`src/rtl/text_pkg.sv`:
```
// Shared definitions for the text buffer: character geometry, the clear
// fill value and the buffer FSM state type.
package text_pkg;

  localparam int CHAR_ADDR_W = 6;                 // {row[1:0], column[3:0]}
  localparam int CHAR_W      = 8;                 // one character code
  localparam int NUM_CHARS   = 64;                // 4 rows x 16 columns
  localparam logic [CHAR_W-1:0] CLEAR_CHAR = 8'h20;

  // CLEAR: the buffer is being filled with CLEAR_CHAR, writers held off.
  // RUN:   normal operation, writers arbitrated round-robin.
  typedef enum logic {
    CLEAR = 1'b0,
    RUN   = 1'b1
  } state_e;

endpackage

```
`src/rtl/text_char_ram.sv`:
```
// Character storage: one write port and one synchronous, read-first read port.
//   clk     : clock
//   rst_n   : async active-low reset (clears only the read data register)
//   wr_en   : write strobe
//   wr_addr : write cell address
//   wr_data : write character code
//   rd_addr : read cell address
//   rd_data : registered character at rd_addr as sampled on the previous edge
module text_char_ram
  import text_pkg::*;
#(
  parameter int DEPTH = NUM_CHARS,
  parameter int AW    = CHAR_ADDR_W,
  parameter int DW    = CHAR_W
) (
  input  logic          clk,
  input  logic          rst_n,
  input  logic          wr_en,
  input  logic [AW-1:0] wr_addr,
  input  logic [DW-1:0] wr_data,
  input  logic [AW-1:0] rd_addr,
  output logic [DW-1:0] rd_data
);

  logic [DW-1:0] mem [DEPTH];
  logic [DW-1:0] rd_data_d;
  logic [DW-1:0] rd_data_q;

  always_comb begin
    rd_data_d = mem[rd_addr];
  end

  // NOTE: the array has no reset so it maps onto plain RAM; its contents are
  // initialised by the clear sequence instead.
  always_ff @(posedge clk) begin
    if (wr_en) begin
      mem[wr_addr] <= wr_data;
    end
  end

  // Read and write both sample on the same edge, so a same-cell access
  // returns the old contents (read-first).
  always_ff @(posedge clk or negedge rst_n) begin
    if (!rst_n) begin
      rd_data_q <= '0;
    end else begin
      rd_data_q <= rd_data_d;
    end
  end

  assign rd_data = rd_data_q;

endmodule

```
`src/rtl/text_buffer_arbiter.sv`:
```
// Text buffer with a two-writer round-robin arbiter and a clear sequencer.
// The block is the only agent that writes the character memory.
//   clk          : clock, all state on the rising edge
//   resetn       : async active-low reset
//   charAddress  : read address from the text engine
//   charOutput   : registered character at charAddress (1-cycle latency)
//   clearReq     : pulse requesting a full-buffer clear (ignored while clearing)
//   busy         : high while the clear sequence runs
//   req*/addr*/data* : write requests from writer 0 / writer 1
//   ack*         : one-cycle pulse, the write committed on the previous edge
module text_buffer_arbiter #(
  parameter int NUM_CHARS = text_pkg::NUM_CHARS,
  parameter logic [text_pkg::CHAR_W-1:0] CLEAR_CHAR = text_pkg::CLEAR_CHAR
) (
  input  logic                             clk,
  input  logic                             resetn,
  input  logic [text_pkg::CHAR_ADDR_W-1:0] charAddress,
  output logic [text_pkg::CHAR_W-1:0]      charOutput,
  input  logic                             clearReq,
  output logic                             busy,
  input  logic                             req0,
  input  logic                             req1,
  input  logic [text_pkg::CHAR_ADDR_W-1:0] addr0,
  input  logic [text_pkg::CHAR_ADDR_W-1:0] addr1,
  input  logic [text_pkg::CHAR_W-1:0]      data0,
  input  logic [text_pkg::CHAR_W-1:0]      data1,
  output logic                             ack0,
  output logic                             ack1
);

  import text_pkg::*;

  localparam logic [CHAR_ADDR_W-1:0] LAST_CELL = CHAR_ADDR_W'(NUM_CHARS - 1);

  state_e                  state_q, state_d;
  logic [CHAR_ADDR_W-1:0]  clr_cnt_q, clr_cnt_d;
  logic                    last_grant_q, last_grant_d;   // 1 = port 1 granted last
  logic                    ack0_q, ack0_d;
  logic                    ack1_q, ack1_d;

  logic                    elig0, elig1;
  logic                    grant0, grant1;
  logic                    wr_en;
  logic [CHAR_ADDR_W-1:0]  wr_addr;
  logic [CHAR_W-1:0]       wr_data;

  // Arbitration. A port in its ack cycle is not eligible, otherwise a writer
  // still holding req while it sees ack would be granted twice.
  // NOTE: every output of a combinational block is given a default first so
  // no path leaves it unassigned and no latch is inferred.
  always_comb begin
    elig0  = req0 & ~ack0_q;
    elig1  = req1 & ~ack1_q;
    grant0 = 1'b0;
    grant1 = 1'b0;
    if (state_q == RUN) begin
      if (elig0 && elig1) begin
        grant0 = last_grant_q;
        grant1 = ~last_grant_q;
      end else begin
        grant0 = elig0;
        grant1 = elig1;
      end
    end
  end

  // Next state and write-port steering.
  always_comb begin
    state_d      = state_q;
    clr_cnt_d    = clr_cnt_q;
    last_grant_d = last_grant_q;
    ack0_d       = grant0;
    ack1_d       = grant1;
    wr_en        = 1'b0;
    wr_addr      = clr_cnt_q;
    wr_data      = CLEAR_CHAR;

    unique case (state_q)
      CLEAR: begin
        // clearReq is ignored here: the sweep never restarts.
        wr_en = 1'b1;
        if (clr_cnt_q == LAST_CELL) begin
          state_d   = RUN;
          clr_cnt_d = '0;
        end else begin
          clr_cnt_d = clr_cnt_q + 1'b1;
        end
      end
      RUN: begin
        if (grant0) begin
          wr_en        = 1'b1;
          wr_addr      = addr0;
          wr_data      = data0;
          last_grant_d = 1'b0;
        end else if (grant1) begin
          wr_en        = 1'b1;
          wr_addr      = addr1;
          wr_data      = data1;
          last_grant_d = 1'b1;
        end
        // A write granted on the same edge still commits and acks.
        if (clearReq) begin
          state_d   = CLEAR;
          clr_cnt_d = '0;
        end
      end
      default: begin
        state_d   = CLEAR;
        clr_cnt_d = '0;
      end
    endcase
  end

  // NOTE: state registers use non-blocking assignments so every flop samples
  // the pre-edge values regardless of statement order.
  always_ff @(posedge clk or negedge resetn) begin
    if (!resetn) begin
      state_q      <= CLEAR;
      clr_cnt_q    <= '0;
      last_grant_q <= 1'b1;    // port 0 wins the first tie
      ack0_q       <= 1'b0;
      ack1_q       <= 1'b0;
    end else begin
      state_q      <= state_d;
      clr_cnt_q    <= clr_cnt_d;
      last_grant_q <= last_grant_d;
      ack0_q       <= ack0_d;
      ack1_q       <= ack1_d;
    end
  end

  assign busy = (state_q == CLEAR);
  assign ack0 = ack0_q;
  assign ack1 = ack1_q;

  text_char_ram #(
    .DEPTH (NUM_CHARS),
    .AW    (CHAR_ADDR_W),
    .DW    (CHAR_W)
  ) u_ram (
    .clk     (clk),
    .rst_n   (resetn),
    .wr_en   (wr_en),
    .wr_addr (wr_addr),
    .wr_data (wr_data),
    .rd_addr (charAddress),
    .rd_data (charOutput)
  );

endmodule

```
`config.mk`:
```
export PLATFORM = sky130hd
export DESIGN_NAME = text_buffer_arbiter
export DESIGN_NICKNAME = d
export VERILOG_FILES = /design/src/rtl/text_pkg.sv /design/src/rtl/text_char_ram.sv /design/src/rtl/text_buffer_arbiter.sv
export SDC_FILE = /design/constraint.sdc
export NUM_CORES = 1
export LEC_CHECK = 0
export CAP_MARGIN = 25
export CORE_ASPECT_RATIO = 1.5
export CORE_MARGIN = 2
export CORE_UTILIZATION = 35
export CTS_BUF_LIST = sky130_fd_sc_hd__clkbuf_2
export CTS_CLUSTER_DIAMETER = 30
export DETAILED_ROUTE_END_ITERATION = 16
export GPL_ROUTABILITY_DRIVEN = 1
export SLEW_MARGIN = 0
export SYNTH_ARGS = -nofsm -noshare
export SYNTH_HDL_FRONTEND = slang
export SYNTH_SLANG_ARGS = --single-unit
```
`constraint.sdc`:
```
create_clock -name clk -period 9.3 [get_ports clk]
set_clock_uncertainty 0.2 [all_clocks]
set_input_delay 2.325 -clock clk [delete_from_list [all_inputs] [get_ports clk]]
set_output_delay 2.325 -clock clk [all_outputs]
set_load 0.02 [all_outputs]
```
---- Word-level counts from Yosys, hierarchy flattened ----
Memory sizes are Yosys's and may differ from the RTL's. A register that Yosys moved wholly into a read port is not among the register bits.
Index checks and enable logic that the tools add are counted.
cells by class
  $add $sub $neg .......................... 1
  equal/unequal tests ..................... 2
  muxes and demuxes ....................... 23
  bitwise operators ....................... 6
  reductions and logical operators ........ 4
operators by type and width
  cell                   count
  $mux W6                5
  $mux W8                3
  $mux W1                12
  $pmux W6 S2            1
  $add A6 B1 Y6 const B  1
  $eq A6 B6 Y1 const B   1
  $not A1 Y1             4
  $pmux W1 S2            2
  $and A1 B1 Y1          2
  $ne A2 B2 Y1 const B   1
  $reduce_and A2 Y1      1
  $reduce_bool A2 Y1     1
  $logic_and A1 B1 Y1    1
  $logic_not A1 Y1       1
word-level totals
  bits in registers ....................... 10
  RAM bits ................................ 512
  logic and storage cells ................. 42
  memories kept ........................... 1
memories
  memory     depth  width  rd ports  clocked after memory_dff  wr ports  line                 RTL
  u_ram.mem  64     8      1         1                         1         text_char_ram.sv:25  logic [DW-1:0] mem [DEPTH];

---- Depth between registers and ports, before layout ----
  depth in word-level cells ............... 10
  mapped depth ............................ 9
  depth with buffers taken out ............ 6

---- Modules after synthesis ----
From an unflattened synthesis, not the netlist that was laid out.
second synthesis, totals
  cells, all modules ...................... 1016
  area total of the unflattened synthesis .. 20916.3 µm²
by module, submodules not included
  module               instances  cells an instance  area each (µm²)  sequential area each (µm²)
  text_char_ram        1          942                20211.9          15574.9
  text_buffer_arbiter  1          74                 704.4            251.5

---- Worst setup path before layout ----
OpenSTA, ideal clock, no wires.
  kind .................................... input to register
  start ................................... in req1
  end ..................................... mem u_ram.mem[41][0] (netlist name) (enable)
  setup time .............................. 371 ps
  arrival ................................. 4370 ps
  path slack .............................. 4360 ps
  stages on the path ...................... 6
  cells stage by stage .................... or3b_4 nand3_4 inv_4 a222oi_1 nand3_2 nor2_1
on the way
  longest elaborated chain between the ends .. 9
  elaborated cells on any way between the ends .. 14
  classes of those cells .................. 12 x mux; 1 x bitwise; 1 x reduce/logical
RTL lines
  what                           line                       RTL
  from (decl)                    text_buffer_arbiter.sv:22  input logic req1,
  $and A1 B1 Y1 (*)              text_buffer_arbiter.sv:53  elig1 = req1 & ~ack1_q;
  $logic_and A1 B1 Y1            text_buffer_arbiter.sv:57  if (elig0 && elig1) begin
  $mux W1                        text_buffer_arbiter.sv:57
  $mux W1                        text_buffer_arbiter.sv:56  if (state_q == RUN) begin
  $mux W1                        text_buffer_arbiter.sv:95  end else if (grant1) begin
  $mux W1                        text_buffer_arbiter.sv:90  if (grant0) begin
  $pmux W1 S2                    text_buffer_arbiter.sv:78  unique case (state_q)
  $mux W1                        text_char_ram.sv:36        if (wr_en) begin
  $mux W1 (not written as such)  text_char_ram.sv:37        mem[wr_addr] <= wr_data;
  to (decl)                      text_char_ram.sv:25
Mark *: on every way between the ends. The rest lies on a longest branch, timed or not.

---- Worst setup path after layout ----
  start ................................... in req1
  end ..................................... mem u_ram.mem[26][7] (netlist name) (enable)
Same word-level chain as after synthesis.

==> metrics <==
Skew-Pair Late Insertion Delay=about 1.1 ns; Power per Cell Area=around 230 nW/um^2; fillers=5246; syn_area_per_cell=20.5 sq um; Starting Density=a little over a third; Detailed Route Iter0 Violations=about 910; area of the die=61200 sq um; CTS resizes=0; Setup Buffers After CTS=0; Clock Path Buffers=3; Buffers & Inverters on Critical Path=2; Crit path required time=slightly below 10 ns; status=finished, final reports clean; via count=approximately 11000; drt drc=0; slowest stage delay, CP=just over 0.9 ns; final non-filler cell total=1993; CTS tree=built; multiplexer area fraction after synthesis=between 10 and 15%; crit-path cells=clkdlybuf4s50_1, or3b_4, nand3_4, inv_4, a221oi_1, nand3_1, nor2_1; post-synth top area cell=edfxtp_1; ys async rst share=under 10%; final period utilization=57.8%; Synth top cells by count=edfxtp_1 (512), mux4_2 (126), nor2_1 (77), clkbuf_1 (25), nand3_1 (23); global-route wire length before repair=roughly 73000 um; kind of critical path=primary input to flip-flop; area of the multi-input gates=roughly 4700 sq um; Top FF cell, synth=edfxtp_1; Relative slew margins=between 30% and 40%; row cnt=109; CTS hold repair buffers=0; total number of yosys warnings=0; area share of fa/ha/maj cells after synthesis=0.0604%; RSZ-0062 raised after global routing=false; Pre-antenna DRT Iters=5; chip width=between 200 and 250 um; endpoints failing setup=0; Post-DP HPWL=30700 um; Worst IR Drop VDD=between 0.00015 and 0.0002 V; share of cells above drive strength 1=a little over a quarter; Period minus WS final=roughly 5.4 ns; Vias/cell=5.30; area fraction of the dominant cell type after synthesis=approximately three quarters; post-synthesis sequential area ratio=about 76%; xor and xnor fraction of the mapped netlist area=less than 1%; largest net degree at the start of global routing=74; clock buffer count from CTS=between 100 and 150; placed insts=about 1800; Mapped Nets=~1100; Final Max Tran Viols=0; Worst-path clk slew=roughly 0.12 ns; antenna violations before repair=3; grt total ovfl=0; routed len/inst=between 20 and 30 um; Worst-Margin Slew=between 1 and 1.5 ns; leak pwr=between 7 and 8 nW; Compound-Gate Fraction of Synth Area=roughly 4.0%; Setup TNS Final=0 ns; Post-Synth Simple-Gate Area=4.03%; gate count of the mapped netlist=between 1000 and 1500; Final Hold Viols=0; crit end category=flip-flop; top area cells in the synthesized netlist=edfxtp_1 (74%), mux4_2 (14%), dfrtp_1 (2.1%), nor2_1 (1.4%), o22ai_1 (0.66%); design area=approximately 23000 sq um; Post-DP Area=22100 sq um; #FFs+latches synth=530; Final WS setup=a little under 4 ns; CP max-delay cell=nor2_1; CP startpoint kind=primary input; Netlist cell types=54; die height=just over 300 um; Syn Std Cell Area=a little over 20000 sq um; most numerous cell in the Yosys netlist=edfxtp_1; Worst EP arrival=~5.9 ns; Clock Sinks=530; Crit path max-delay family=simple AND/OR/NAND/NOR gates; Tightest Hold Check Type=flip-flop to flip-flop; Antenna Nets Post-Route=0; crit-path max FO=14; GR Util All Layers=between 10% and 20%; largest family of logic cells by synthesized area=multiplexers; Core Region=between 50000 and 60000 sq um; Max Cap Viol=0; htree depth=3; synthesis-to-layout area growth=11.9%; WL final=around 50000 um; dpl ws=roughly 2.9 ns; sequential standard cell area=approximately 16000 sq um; vias in the first global route=roughly 11000; I/O Pins=50; number of flops mapped to enable cells by yosys=512; Port Buffers=around 50; FMAX=between 150 and 200 MHz; # nets final=about 1200; RePlAce Congestion=around 0.8; Root Buffer=clkbuf_2
==> layer usage <==
metal / GRT usage (%) / wire (um) / vias to the layer above
li1: - / - / 4552
met2: 29.1 / 26400 / 443
met1: 18.9 / 18600 / 5471
met3: 3.19 / 3020 / 90
met5: 0 / 13 / -
met4: 7.75 / 1890 / 2
==> logic make-up (layout without fill, tap and decap cells) <==
kind of cell	Yosys count	in the layout
XOR/XNOR	2	2
flip-flops	530	530
multiplexers	135	135
AND/OR/NAND/NOR	170	170
buffers and inverters	58	261
adder cells (fa/ha/maj)	1	1
AO/OA/AOI/OAI	115	115
other	0	2
==> where the power goes <==
part           internal, W  switching, W
sequential         0.00296     0.0000859
combinational     0.000251      0.000663
clock             0.000575      0.000878
==> metrics by stage <==
step                hold slack, ns  power, W  util, %
finish                       0.338   0.00541     39.4
global route                 0.355   0.00563     39.4
CTS                          0.343   0.00546     39.4
detailed placement           0.326   0.00402     37.5
global placement             0.321   0.00400     37.5
floorplan                    0.288   0.00359        -
==> registers in the layout, indices dropped and copies added (netlist names) <==
signal and cells:
u_ram.mem 512, u_ram.rd_data 8, clr_cnt_q 6, ack0 1, ack1 1, last_grant_q 1
state_q 1
==> worst register-to-register path, stage by stage (launching register included) <==
cell and delay, ns:
dfrtp_1 0.45, or3b_4 0.44, nand3_4 0.14, inv_4 0.10, a221oi_1 0.56, nand3_1 0.89, nor2_1 0.91
==> cell usage in the layout (no fill, tap or decap), types with 3 or more instances in the layout <==
cell | synthesis | routed
nand3b_1 | 5 | 5
o22ai_1 | 22 | 22
a211oi_1 | 6 | 6
a221oi_1 | 3 | 3
clkinv_1 | 0 | 28
nand3_1 | 23 | 23
a22o_2 | 0 | 3
and3_1 | 4 | 4
nand3_2 | 4 | 4
mux2i_1 | 9 | 9
a31oi_1 | 12 | 12
a22o_1 | 11 | 4
nor3_1 | 6 | 6
nor2b_1 | 13 | 13
or3_1 | 8 | 8
o21ai_0 | 16 | 16
o221ai_1 | 9 | 9
edfxtp_1 | 512 | 512
nor2_1 | 77 | 77
inv_2 | 0 | 4
inv_1 | 3 | 3
dfrtp_1 | 17 | 17
a2111oi_0 | 5 | 5
a22o_4 | 0 | 4
nand2_1 | 19 | 19
clkdlybuf4s50_1 | 0 | 46
bufinv_16 | 0 | 5
clkbuf_2 | 0 | 145
a22oi_1 | 11 | 11
a21oi_1 | 3 | 3
mux4_2 | 126 | 126
buf_4 | 2 | 10
clkinv_2 | 0 | 12
==> final timing paths <==
kind                               from               end  slack [ns]  depth (start not counted)
max                                req1  u_ram.mem[26][7]        3.92                          7
min                        last_grant_q      last_grant_q        0.34                          2
max reg2reg                        ack1  u_ram.mem[26][7]        5.26                          6
min reg2reg                last_grant_q      last_grant_q        0.34                          2
max in group asynchronous        resetn      clr_cnt_q[5]        7.16                          2
min in group asynchronous        resetn              ack1        1.34                          1
==> final cells by class <==
cell class              instances  share of cell area (%)
flip-flops and latches        530                    68.3
repair buffers                 60                    2.56
well taps                     777                    4.20
inverters                       4                  0.0756
multi-input cells             423                    20.2
diodes                          2                  0.0216
clock inverters                52                    1.53
clock buffers                 145                    3.13
No activity file was read; power rests on OpenSTA's default activity.
